===== src/rtl/memristor_mult_pkg.sv =====
// rtl/memristor_mult_pkg.sv - shared encodings and defaults for the memristor multiplier scheduler
//   ST_*            2-bit scheduler FSM state encodings
//   *_DEF           default NREQ / DW / PW / TIMEOUT
//   RSP_ERR_*       meaning of the rsp_err response flag
package memristor_mult_pkg;

  localparam int NREQ_DEF    = 4;
  localparam int DW_DEF      = 4;
  localparam int PW_DEF      = 8;
  localparam int TIMEOUT_DEF = 255;

  typedef enum logic [1:0] {
    ST_IDLE  = 2'd0,
    ST_ISSUE = 2'd1,
    ST_WAIT  = 2'd2,
    ST_RESP  = 2'd3
  } sched_state_e;

  // rsp_err = 1 means the core never signalled done; the product is forced to 0
  localparam logic RSP_ERR_OK      = 1'b0;
  localparam logic RSP_ERR_TIMEOUT = 1'b1;

endpackage


===== src/rtl/memristor_rr_arbiter.sv =====
// rtl/memristor_rr_arbiter.sv - combinational round-robin arbiter
//   req_i  in   N    request vector
//   ptr_i  in   IW   index of the last winner; search starts at ptr_i+1
//   gnt_o  out  N    one-hot grant (0 when no request)
//   idx_o  out  IW   index of the granted requester
//   any_o  out  1    at least one request present
module memristor_rr_arbiter #(
  parameter int N  = 4,
  parameter int IW = (N > 1) ? $clog2(N) : 1
) (
  input  logic [N-1:0]  req_i,
  input  logic [IW-1:0] ptr_i,
  output logic [N-1:0]  gnt_o,
  output logic [IW-1:0] idx_o,
  output logic          any_o
);

  logic [IW-1:0] cand;

  // Walk ptr+1 .. ptr+N modulo N; the first set request wins.
  always_comb begin
    gnt_o = '0;
    idx_o = '0;
    any_o = 1'b0;
    cand  = '0;
    for (int k = 1; k <= N; k++) begin
      cand = IW'((int'(ptr_i) + k) % N);
      if (!any_o && req_i[cand]) begin
        any_o       = 1'b1;
        gnt_o[cand] = 1'b1;
        idx_o       = cand;
      end
    end
  end

endmodule


===== src/rtl/memristor_mult_rr_scheduler.sv =====
// rtl/memristor_mult_rr_scheduler.sv - round-robin scheduler sharing one signed multiplier core
//   ACLK/ARESETn                 clock, async active-low reset
//   req_valid/req_a/req_b        per-requester operand request channel (packed by DW)
//   req_ready                    one-hot accept, IDLE only
//   rsp_valid/rsp_product/rsp_err/rsp_ready   per-requester response channel
//   core_start/core_a/core_b     start pulse and held operands to the core
//   core_done/core_product       core completion and result
//   busy/grant_id                status: FSM not idle, requester being served
module memristor_mult_rr_scheduler
  import memristor_mult_pkg::*;
#(
  parameter int NREQ    = NREQ_DEF,
  parameter int DW      = DW_DEF,
  parameter int PW      = PW_DEF,
  parameter int TIMEOUT = TIMEOUT_DEF,
  localparam int GW     = (NREQ > 1) ? $clog2(NREQ) : 1
) (
  input  logic               ACLK,
  input  logic               ARESETn,
  input  logic [NREQ-1:0]    req_valid,
  input  logic [NREQ*DW-1:0] req_a,
  input  logic [NREQ*DW-1:0] req_b,
  output logic [NREQ-1:0]    req_ready,
  output logic [NREQ-1:0]    rsp_valid,
  output logic [PW-1:0]      rsp_product,
  output logic               rsp_err,
  input  logic [NREQ-1:0]    rsp_ready,
  output logic               core_start,
  output logic [DW-1:0]      core_a,
  output logic [DW-1:0]      core_b,
  input  logic               core_done,
  input  logic [PW-1:0]      core_product,
  output logic               busy,
  output logic [GW-1:0]      grant_id
);

  localparam int WW = $clog2(TIMEOUT + 1);

  sched_state_e  state_q, state_d;
  logic [GW-1:0] rr_ptr_q, rr_ptr_d;
  logic [GW-1:0] grant_id_q, grant_id_d;
  logic [DW-1:0] core_a_q, core_a_d;
  logic [DW-1:0] core_b_q, core_b_d;
  logic [PW-1:0] product_q, product_d;
  logic          err_q, err_d;
  logic [WW-1:0] wdog_q, wdog_d;

  logic [NREQ-1:0] arb_gnt;
  logic [GW-1:0]   arb_idx;
  logic            arb_any;

  memristor_rr_arbiter #(
    .N  (NREQ),
    .IW (GW)
  ) u_arb (
    .req_i (req_valid),
    .ptr_i (rr_ptr_q),
    .gnt_o (arb_gnt),
    .idx_o (arb_idx),
    .any_o (arb_any)
  );

  always_ff @(posedge ACLK or negedge ARESETn) begin
    if (!ARESETn) begin
      state_q    <= ST_IDLE;
      rr_ptr_q   <= GW'(NREQ - 1);
      grant_id_q <= '0;
      core_a_q   <= '0;
      core_b_q   <= '0;
      product_q  <= '0;
      err_q      <= RSP_ERR_OK;
      wdog_q     <= '0;
    end else begin
      state_q    <= state_d;
      rr_ptr_q   <= rr_ptr_d;
      grant_id_q <= grant_id_d;
      core_a_q   <= core_a_d;
      core_b_q   <= core_b_d;
      product_q  <= product_d;
      err_q      <= err_d;
      wdog_q     <= wdog_d;
    end
  end

  always_comb begin
    state_d    = state_q;
    rr_ptr_d   = rr_ptr_q;
    grant_id_d = grant_id_q;
    core_a_d   = core_a_q;
    core_b_d   = core_b_q;
    product_d  = product_q;
    err_d      = err_q;
    wdog_d     = wdog_q;
    req_ready  = '0;
    rsp_valid  = '0;
    core_start = 1'b0;

    case (state_q)
      ST_IDLE: begin
        // The grant is always a valid requester, so offering ready is the handshake.
        // Ready is held low while reset is asserted so every output reads 0 in reset.
        if (arb_any && ARESETn) begin
          req_ready  = arb_gnt;
          grant_id_d = arb_idx;
          rr_ptr_d   = arb_idx;
          for (int i = 0; i < NREQ; i++) begin
            if (arb_gnt[i]) begin
              core_a_d = req_a[i*DW +: DW];
              core_b_d = req_b[i*DW +: DW];
            end
          end
          state_d = ST_ISSUE;
        end
      end
      ST_ISSUE: begin
        core_start = 1'b1;
        wdog_d     = '0;
        state_d    = ST_WAIT;
      end
      ST_WAIT: begin
        // done is checked first so it wins over a timeout in the same cycle
        if (core_done) begin
          product_d = core_product;
          err_d     = RSP_ERR_OK;
          state_d   = ST_RESP;
        end else if (wdog_q == WW'(TIMEOUT - 1)) begin
          product_d = '0;
          err_d     = RSP_ERR_TIMEOUT;
          state_d   = ST_RESP;
        end else begin
          wdog_d = wdog_q + WW'(1);
        end
      end
      ST_RESP: begin
        rsp_valid[grant_id_q] = 1'b1;
        if (rsp_ready[grant_id_q]) begin
          state_d = ST_IDLE;
        end
      end
      default: state_d = ST_IDLE;
    endcase
  end

  assign core_a      = core_a_q;
  assign core_b      = core_b_q;
  assign rsp_product = product_q;
  assign rsp_err     = err_q;
  assign grant_id    = grant_id_q;
  assign busy        = (state_q != ST_IDLE);

endmodule

===== config.mk =====
export PLATFORM = sky130hd
export DESIGN_NAME = memristor_mult_rr_scheduler
export DESIGN_NICKNAME = d
export VERILOG_FILES = /design/src/rtl/memristor_mult_pkg.sv /design/src/rtl/memristor_rr_arbiter.sv /design/src/rtl/memristor_mult_rr_scheduler.sv
export SDC_FILE = /design/constraint.sdc
export NUM_CORES = 1
export LEC_CHECK = 0
export BUFFER_PORTS_ARGS = -buffer_cell sky130_fd_sc_hd__buf_2
export CELL_PAD_IN_SITES_DETAIL_PLACEMENT = 1
export CELL_PAD_IN_SITES_GLOBAL_PLACEMENT = 1
export CORE_ASPECT_RATIO = 0.5
export CORE_MARGIN = 5
export CORE_UTILIZATION = 37
export CTS_CLUSTER_DIAMETER = 200
export DETAILED_ROUTE_END_ITERATION = 10
export PLACE_DENSITY_LB_ADDON = 0.1
export SETUP_SLACK_MARGIN = 0.1
export SYNTH_ARGS = -nofsm -noshare
export SYNTH_HDL_FRONTEND = slang
export SYNTH_SLANG_ARGS = --single-unit

===== constraint.sdc =====
create_clock -name ACLK -period 4.4 [get_ports ACLK]
set_input_delay 0.88 -clock ACLK [delete_from_list [all_inputs] [get_ports ACLK]]
set_output_delay 0.88 -clock ACLK [all_outputs]
set_load 0.05 [all_outputs]

==> key figures <==
Synthesis
  – Synth Register Bits: 31
  – EDFF count, synth: 0
  – Yosys top cell area share: 0.315
  – Synth unique cells: 48
  – Post-Syn Nets: 313
  – Sequential element share of the synthesized area: 0.338
  – YS warnings: 0
  – Top post-synthesis cells by area: dfrtp_1 (32%), ha_1 (7.6%), mux4_2 (4.9%)
  – Mapped cell area: 2300 um2
  – Synthesized area per cell: 9.29 um2
  – Post-Syn Instances: 248
  – Primary FF master, synth: dfrtp_1
  – Yosys top cell by area: dfrtp_1
  – Post-synth ARST share: 1.00

STA
  – Setup TNS: 0 ns
  – Clk_skew: 0.00619 ns
  – Final Hold Violating Endpoints: 0
  – Slew HR: 0.522
  – Tmin final: 4.13 ns
  – Setup violators final: 0
  – Max Slew Vio Count: 0
  – RSZ-0062 raised after global routing: true
  – Maximum clock rate: 0.242 GHz
  – Fin crit share: 0.938
  – Worst slew pin tran: 0.712 ns
  – Fin worst setup slack: 0.271 ns

Setup path
  – CP startpoint kind: flop
  – R2R Setup Slk: 0.91 ns
  – Critical Path AT: 3.25 ns
  – Crit Path Category: flop to output pin
  – Crit Reg-Reg Startpoint: rr_ptr_q[0]
  – End of the critical path: req_ready[1]
  – Critical Path Start: rr_ptr_q[0]
  – Worst Path Max Fanout: 13
  – CP endpoint kind: output pin
  – Reg2reg path depth: 9
  – CP required: 3.52 ns
  – Worst R2R End: core_a[2]

GRT
  – GRT overflow: 0
  – Global-route wire length before repair: 11200 um
  – Vias in the first global route: 2241
  – Initial antenna violation count: 0
  – Largest net degree at the start of global routing: 33
  – GRT Total Usage: 0.176

Power and ir drop
  – Sw Share: 0.540
  – Register share of total power: 0.196
  – Internal power: 1.22 mW
  – Gate power share: 0.679
  – Lkg Pwr: 1.39 nW
  – Power per cell area: 912 nW/um2
  – Peak VDD IR: 0.554 mV
  – Clk pwr share: 0.125
  – Net switching power figure: 1.43 mW

Drt
  – Vias: 2198
  – Per-cell routed wire length: 16.7 um
  – Remaining DRCs: 0
  – Vias per std cell: 5.30
  – Drt first pass iters: 4
  – Drt initial violations: 94
  – Post-route ant nets: 0
  – Drt total wl: 6930 um

Clocking
  – Total CTS buffers: 5
  – CTS root buffer: clkbuf_16
  – Max Root-Sink Buffers: 2
  – Clock Sink Count: 31
  – Reg clk slew, reported paths: 0.05 ns
  – # H-tree levels: 2
  – CTS tree: done
  – Worst-Skew Late Latency: 0.27 ns

Placement
  – Placer Congestion: 0.829
  – Detail Placement HPWL: 5270 um
  – Input/output buffers: 79
  – Pre-CTS setup slack: 0.382 ns
  – Placed cell areas: 2730 um2

Floorplanning
  – Ports: 80
  – Die Height: 65.8 um
  – Die Area: 8000 um2
  – Row count: 20
  – Die W: 122 um
  – Core Area: 6060 um2
  – Initial Utilization: 0.380

Final layout
  – Post-route cell area: 2910 um2
  – Final nets: 392
  – Area growth syn-to-layout: 26.3%
  – Share of layout cells above drive strength 1: 0.336
  – Antenna cells: 0

Min path
  – HP Class: flop to flop

Flow run
  – Max-cap violations: 0

Run status
  – Status: completed
-- sequential cells by signal, indices dropped and copies added (netlist names) --
name	flops
rsp_product	8
wdog_q	8
core_a	4
core_b	4
grant_id	2
rr_ptr_q	2
state_q	2
rsp_err	1
-- metrics by stage --
stage / cells / hold slack, ns / power, mW / util
finish: 415 / 0.454 / 2.65 / 0.480
global route: 415 / 0.485 / 2.85 / 0.480
CTS: 413 / 0.461 / 2.64 / 0.477
detailed placement: 404 / 0.451 / 2.27 / 0.451
global placement: 404 / 0.444 / 2.23 / 0.451
floorplan: 248 / 0.504 / 1.93 / -
-- kinds of logic (layout without fill, tap and decap cells) --
family                     after synthesis  after routing  synth area share
and+or+nand+nor                         85             85             0.203
AOI/OAI and AO/OA                       82             82             0.253
DFF                                     31             31             0.338
buffers and inverters                   26            105            0.0619
adders and majority gates               14             14            0.0760
muxes                                    6              6            0.0532
xor gates and xnor gates                 4              4            0.0152
-- metal layers --
metal  routed length [um]  track usage
met1                 3160        0.228
met2                 3500        0.310
met3                  223       0.0333
met4                   47       0.0335
met5                    0            0
-- worst max-delay path: stages (launching register included) --
cell,delay (ns)
dfstp_4,0.71
inv_1,0.15
ha_1,0.43
mux4_2,0.43
buf_4,0.19
or2_4,0.25
o311ai_4,0.47
nor2_1,0.11
buf_2,0.23
-- area by class of cell --
cell class	instances	area [um2]
clock buffers	6	139
repair buffers	85	440
clock inverters	1	5.00
inverters	13	48.8
fillers	752	3150
well taps	88	110
multi-input cells	191	1380
flip-flops and latches	31	782
-- cells in the mapped netlist (2+ instances only) --
| library cell | instances |
|---|---|
| dfrtp_1 | 29 |
| nand2_1 | 28 |
| a21oi_1 | 21 |
| o21ai_0 | 18 |
| ha_1 | 14 |
| nor2_1 | 13 |
| inv_1 | 12 |
| nand3_1 | 11 |
| nand3b_1 | 11 |
| a21o_1 | 9 |
| o32a_1 | 9 |
| a311oi_1 | 8 |
| mux4_2 | 5 |
| buf_6 | 4 |
| o21ai_1 | 4 |
| xor2_1 | 4 |
| buf_2 | 3 |
| buf_4 | 3 |
| clkbuf_1 | 3 |
| nor3b_1 | 3 |
| or3_1 | 3 |
| a211oi_1 | 2 |
| a22o_1 | 2 |
| dfstp_2 | 2 |
| nand2b_1 | 2 |
| nand4_1 | 2 |
| nor2b_1 | 2 |
-- layout by cell type, fill, tap and decap left out, types with 2 or more instances in the layout --
cell | netlist | final
nor2_1 | 13 | 13
o21ai_0 | 18 | 18
nor2b_1 | 2 | 2
buf_4 | 3 | 6
nand2_1 | 28 | 28
a22o_1 | 2 | 2
nand3_1 | 11 | 11
xor2_1 | 4 | 4
nand3b_1 | 11 | 11
or3_1 | 3 | 3
a211oi_1 | 2 | 2
a311oi_1 | 8 | 8
nand4_1 | 2 | 2
a21o_1 | 9 | 9
o21ai_1 | 4 | 4
nand2b_1 | 2 | 2
nor3b_1 | 3 | 3
inv_1 | 12 | 12
o32a_1 | 9 | 9
ha_1 | 14 | 14
buf_2 | 3 | 79
dfrtp_1 | 29 | 29
mux4_2 | 5 | 5
a21oi_1 | 21 | 21
and2_2 | 1 | 2
clkbuf_16 | 0 | 5
-- power by group through the flow --
stage	combinational, mW	sequential, mW	clock (mW)
2_1_floorplan	1.15	0.780	0
3_3_place_gp	1.72	0.512	0
3_5_place_dp	1.75	0.520	0
4_1_cts	1.79	0.518	0.339
5_1_grt	1.96	0.540	0.350
6_report	1.80	0.519	0.332
-- worst min-delay path by stage --
stage	startpoint	endpoint	cells past startpoint	slack [ns]
after CTS	rsp_product[6]	rsp_product[6]	2	0.46
after detailed placement	rsp_product[6]	rsp_product[6]	2	0.45
after global routing	rsp_product[2]	rsp_product[2]	2	0.48
after floorplan	wdog_q[6]	wdog_q[6]	2	0.50
after global placement	rsp_product[6]	rsp_product[6]	2	0.44
final	rsp_product[6]	rsp_product[6]	2	0.45
-- what timing repair did --
action,in CTS,in global routing
endpoints found under the hold margin,0,0
endpoints found under the setup margin,1,4
pin swaps,0,2
hold buffers,0,0
resized for setup,0,2
setup buffers,2,2
Power figures use the tool's default switching activity.
